===== src/rtl/pipe_ctrl.sv =====
// Pipeline hazard/redirect controller: stalls, flushes, pending fetch redirects, fetch timeout.
// Optional perf counters are built when PIPE_CTRL_PERF_CNT_EN is defined; otherwise they read 0.
module pipe_ctrl #(
  parameter int IMEM_TMO = 255,
  parameter int CNT_W    = 32
) (
  input  logic             clk,
  input  logic             rst,
  input  logic [4:0]       id_rs1,
  input  logic [4:0]       id_rs2,
  input  logic             id_rs1_use,
  input  logic             id_rs2_use,
  input  logic [4:0]       ex_rd,
  input  logic             ex_memread,
  input  logic             ex_brtaken,
  input  logic [31:0]      ex_target,
  input  logic             imem_ready,
  input  logic             dmem_busy,
  output logic             pcsel,
  output logic [31:0]      pc_tgt,
  output logic             if_en,
  output logic             id_en,
  output logic             ex_en,
  output logic             id_flush,
  output logic             ex_flush,
  output logic             fetch_err,
  output logic [CNT_W-1:0] stall_cnt,
  output logic [CNT_W-1:0] flush_cnt
);

  localparam int              WC_W   = $clog2(IMEM_TMO + 1);
  localparam logic [WC_W-1:0] WC_MAX = WC_W'(IMEM_TMO);

  typedef enum logic {RUN, PEND} state_t;

  state_t          state_q, state_d;
  logic [31:0]     pend_tgt_q, pend_tgt_d;
  logic [WC_W-1:0] wait_cnt_q;
  logic            fetch_err_q;
  logic            load_use;

  assign load_use = ex_memread && (ex_rd != 5'd0) &&
                    ((id_rs1_use && (id_rs1 == ex_rd)) ||
                     (id_rs2_use && (id_rs2 == ex_rd)));

  always_comb begin
    // NOTE: every output is given a default before the priority chain so no path leaves one unassigned (no latches).
    if_en      = 1'b1;
    id_en      = 1'b1;
    ex_en      = 1'b1;
    id_flush   = 1'b0;
    ex_flush   = 1'b0;
    pcsel      = 1'b0;
    pc_tgt     = pend_tgt_q;
    state_d    = state_q;
    pend_tgt_d = pend_tgt_q;

    if (dmem_busy) begin
      if_en = 1'b0;
      id_en = 1'b0;
      ex_en = 1'b0;
    end else if (ex_brtaken && imem_ready) begin
      pcsel    = 1'b1;
      pc_tgt   = ex_target;
      id_flush = 1'b1;
      ex_flush = 1'b1;
      state_d  = RUN;
    end else if (ex_brtaken) begin
      // Fetch stage is busy: remember the target and redirect once the outstanding fetch returns.
      if_en      = 1'b0;
      id_flush   = 1'b1;
      ex_flush   = 1'b1;
      pend_tgt_d = ex_target;
      state_d    = PEND;
    end else if (state_q == PEND && imem_ready) begin
      pcsel    = 1'b1;
      pc_tgt   = pend_tgt_q;
      id_flush = 1'b1;
      state_d  = RUN;
    end else if (state_q == PEND) begin
      if_en    = 1'b0;
      id_flush = 1'b1;
    end else if (load_use) begin
      if_en    = 1'b0;
      id_en    = 1'b0;
      ex_flush = 1'b1;
    end else if (!imem_ready) begin
      if_en    = 1'b0;
      id_flush = 1'b1;
    end
  end

  // NOTE: state registers use non-blocking assignments so every flop samples pre-edge values.
  always_ff @(posedge clk) begin
    if (rst) begin
      state_q    <= RUN;
      pend_tgt_q <= 32'd0;
    end else begin
      state_q    <= state_d;
      pend_tgt_q <= pend_tgt_d;
    end
  end

  // Timeout counter only advances while the fetch is genuinely waiting, not during data stalls.
  always_ff @(posedge clk) begin
    if (rst) begin
      wait_cnt_q  <= '0;
      fetch_err_q <= 1'b0;
    end else begin
      if (imem_ready)
        wait_cnt_q <= '0;
      else if (!dmem_busy && wait_cnt_q != WC_MAX)
        wait_cnt_q <= wait_cnt_q + 1'b1;
      if (wait_cnt_q == WC_MAX)
        fetch_err_q <= 1'b1;
    end
  end

  assign fetch_err = fetch_err_q;

`ifdef PIPE_CTRL_PERF_CNT_EN
  logic [CNT_W-1:0] stall_q, flush_q;

  always_ff @(posedge clk) begin
    if (rst) begin
      stall_q <= '0;
      flush_q <= '0;
    end else begin
      if (!if_en && stall_q != '1)
        stall_q <= stall_q + 1'b1;
      if ((id_flush || ex_flush) && flush_q != '1)
        flush_q <= flush_q + 1'b1;
    end
  end

  assign stall_cnt = stall_q;
  assign flush_cnt = flush_q;
`else
  assign stall_cnt = '0;
  assign flush_cnt = '0;
`endif

endmodule


===== config.mk =====
export PLATFORM = sky130hd
export DESIGN_NAME = pipe_ctrl
export DESIGN_NICKNAME = d
export VERILOG_FILES = /design/src/rtl/pipe_ctrl.sv
export SDC_FILE = /design/constraint.sdc
export NUM_CORES = 1
export LEC_CHECK = 0
export CAP_MARGIN = 10
export CORE_MARGIN = 1
export CORE_UTILIZATION = 38
export DETAILED_ROUTE_END_ITERATION = 12
export PLACE_DENSITY_LB_ADDON = 0.3
export SLEW_MARGIN = 20
export SYNTH_ARGS = -nofsm -noshare
export SYNTH_HDL_FRONTEND = slang
export SYNTH_SLANG_ARGS = --single-unit

===== constraint.sdc =====
create_clock -name clk -period 1.7 [get_ports clk]
set_input_delay 0.34 -clock clk [delete_from_list [all_inputs] [get_ports clk]]
set_output_delay 0.34 -clock clk [all_outputs]
set_load 0.02 [all_outputs]

==> out/metrics.csv <==
metric;value;unit
ant diodes;0;
Comb pwr share;29.1;%
Flop pwr share;40.6;%
worst hold stages;2;
gp weighted congestion;0.833;
Routed WL per cell;12.8;µm
Final nets;483;
Clock Tree Buf Depth;2;
Fin Setup TNS;-1.89;ns
Most common cell on crit path;buf_6;
worst path bufs/invs;3;
pre-CTS setup slack;-1.12;ns
failing checks;negative setup slack;
family with the most delay on the worst path;simple AND/OR/NAND/NOR gates;
Internal;1.80;mW
CP Data Required Time;1.36;ns
Max Slew Vio Count;0;
share of cells above drive strength 1;27.8;%
Clock Latency Late Sink;0.29;ns
Final period util;116;%
initial drt markers;68;
Final setup viols;36;
register area share after synthesis;31.9;%
cells along the critical path;buf_6 -> or4_4 -> o21ai_4 -> buf_6 -> nor3_1 -> a21o_1 -> buf_6;
drt drc;0;
CORE AREA;6760;µm²
remaining antenna violation count;0;
WL final;6520;µm
status;finished, violations left;
Synth Instances;322;
Area Overhead vs Synth;49.4;%
Reg-to-Reg End;wait_cnt_q[1]$_SDFFE_PP0P_;
cts bufs inserted;5;
peak supply drop;0.411;mV
CP max FO;2;
leak pwr;1.76;nW
Initial Utilization;39.1;%
yosys warns;0;
Min-Delay Endpoint;pend_tgt_q[0]$_SDFFE_PP0P_;
setup ws final;-0.273;ns
Reg2Reg Depth;5;
clock-pin slew on the worst setup and hold paths;0.07;ns
flops & latches, synth;42;
Worst path max stage delay;0.54;ns
CTS tree;built;
RSZ-0062 raised after global routing;yes;
Via Count;2322;
clock share of power;30.3;%
r2r setup slk;0.17;ns
Final Hold Viols;0;
max_cap viols;0;
Worst Path Arrival;1.63;ns
Top Ports;158;
most common cell after layout, fill and taps aside;nand2_1;
Die Ht;85.3;µm
drt first pass iters;6;
Levels on crit path;7;
Worst Hold Class;reg -> reg;
unique cell type count in the Yosys netlist;34;
Yosys top cell by area;dfxtp_1;
CTS Root Cell;clkbuf_8;
Clock Sinks;42;
pwr dens;642;nW/µm²
reg2reg start;wait_cnt_q[0]$_SDFFE_PP0P_;
top cell type's share of synthesized area;31.9;%
largest net degree at the start of global routing;29;
global-route wire length before repair;10400;µm
switching fraction of total power;28.8;%
Tmin final;1.97;ns
Crit. End Element;primary output;
top cells by area, synth;dfxtp_1, buf_4, mux2_2, nand2_1, a21oi_1;
Die Width;85.3;µm
Post-Syn Area;2640;µm²
most frequent cells in the layout;nand2_1, conb_1, dfxtp_1, buf_6, clkdlybuf4s50_1;
Avg Inst Size Synth;8.19;µm²
Port Buffers;93;
final HPWL from detailed placement;4490;µm
initial antenna violation count;0;
net switching power;0.729;mW
vias in the first global route;2155;
Power Total;2.53;mW
maximum clock frequency;507;MHz
worst hold start;pend_tgt_q[0]$_SDFFE_PP0P_;
FP Rows;30;
total grt overflow;0;
CP Launch Type;primary input;
Total GRT Usage;18.0;%
skew final;0.00767;ns
Die ar.;7280;µm²
routed vias/inst;4.57;
Crit Path Category;in -> out;
total number of H-tree levels;2;
Slowest-stage cell, CP;or4_4;
## power by group through the flow
stage / Combinational [mW] / Clock (mW) / Sequential (mW)
after floorplan: 0.471 / 0 / 1.04
after detailed placement: 0.662 / 0 / 1.05
after global routing: 0.787 / 0.838 / 1.03
final: 0.737 / 0.768 / 1.03
after global placement: 0.658 / 0 / 1.05
after CTS: 0.742 / 0.798 / 1.03
## Yosys cell counts
library cell,n
a2111oi_4,1
a21o_1,1
nand4_1,2
o22ai_1,1
clkbuf_1,10
nor3_2,1
nor3b_1,1
nand3_1,2
mux2_2,32
o41ai_1,1
a211oi_1,4
nor2b_1,1
nand2_1,70
dfxtp_1,42
ha_1,1
nand4b_1,1
mux2i_1,1
inv_1,3
and2b_1,1
buf_2,7
nand2b_1,1
or4_1,2
conb_1,1
o21ai_2,1
and4_1,1
buf_1,1
and3_1,1
xnor2_1,16
or2_2,1
nor3_1,1
a21oi_1,37
a221oi_2,1
nor2_1,11
buf_4,64
## registers in the layout, summed over array words and instances (netlist names)
register	cells
fetch_err	1
pend_tgt_q	32
state_q	1
wait_cnt_q	8
## kinds of logic after synthesis
kind of cell / count (synthesis) / synth area share (%)
AOI/OAI and AO/OA: 47 / 11.0
DFF: 42 / 31.9
buffers and inverters: 85 / 21.5
and+or+nand+nor: 97 / 15.7
adders and majority gates: 1 / 0.474
xor gates and xnor gates: 16 / 5.31
other: 1 / 0.142
muxes: 33 / 14.0
## what timing repair did
| item | in CTS | in global routing |
|---|---|---|
| hold buffers | 0 | 0 |
| cloned | 3 | 0 |
| endpoints found under the setup margin | 38 | 37 |
| pin swaps | 15 | 6 |
| resized for setup | 296 | 12 |
| setup buffers | 3 | 2 |
## worst max path at each step
stage	start	to	slack, ns
finish	ex_rd[4]	ex_flush	-0.27
global route	ex_rd[4]	id_flush	-0.31
CTS	ex_rd[4]	id_flush	-0.28
detailed placement	ex_rd[1]	id_flush	-1.12
global placement	ex_rd[1]	id_flush	-1.07
floorplan	ex_rd[1]	id_en	-0.11
## through the flow
stage | util (%) | hold slack (ns) | instance area [µm²] | instances
2_1_floorplan | - | 0.433 | 2890 | 385
3_3_place_gp | 52.7 | 0.438 | 3560 | 496
4_1_cts | 59.0 | 0.459 | 3990 | 510
5_1_grt | 58.4 | 0.472 | 3940 | 508
6_report | 58.4 | 0.457 | 3940 | 508
3_5_place_dp | 52.7 | 0.443 | 3560 | 496
## routing by layer
metal | track usage, % | routed length [µm] | vias up
met3 | 3.60 | 345 | 8
met1 | 21.6 | 2720 | 1086
met4 | 5.45 | 70 | 0
met5 | 0 | 0 | -
li1 | - | - | 1142
met2 | 32.2 | 3380 | 86
## worst min-delay path, stage by stage (launching register included)
cell	delay, ns
dfxtp_1	0.31
nand2_1	0.05
a21oi_1	0.05
## cell type report
class / instances / area (µm²)
Clock inverter: 1 / 30.0
Multi-Input combinational cell: 258 / 1660
Fill cell: 627 / 2810
Timing Repair Buffer: 117 / 1230
Sequential cell: 42 / 841
Clock buffer: 7 / 76.3
Tap cell: 80 / 100
Inverter: 3 / 11.3
(Power assumes the default switching activity.)
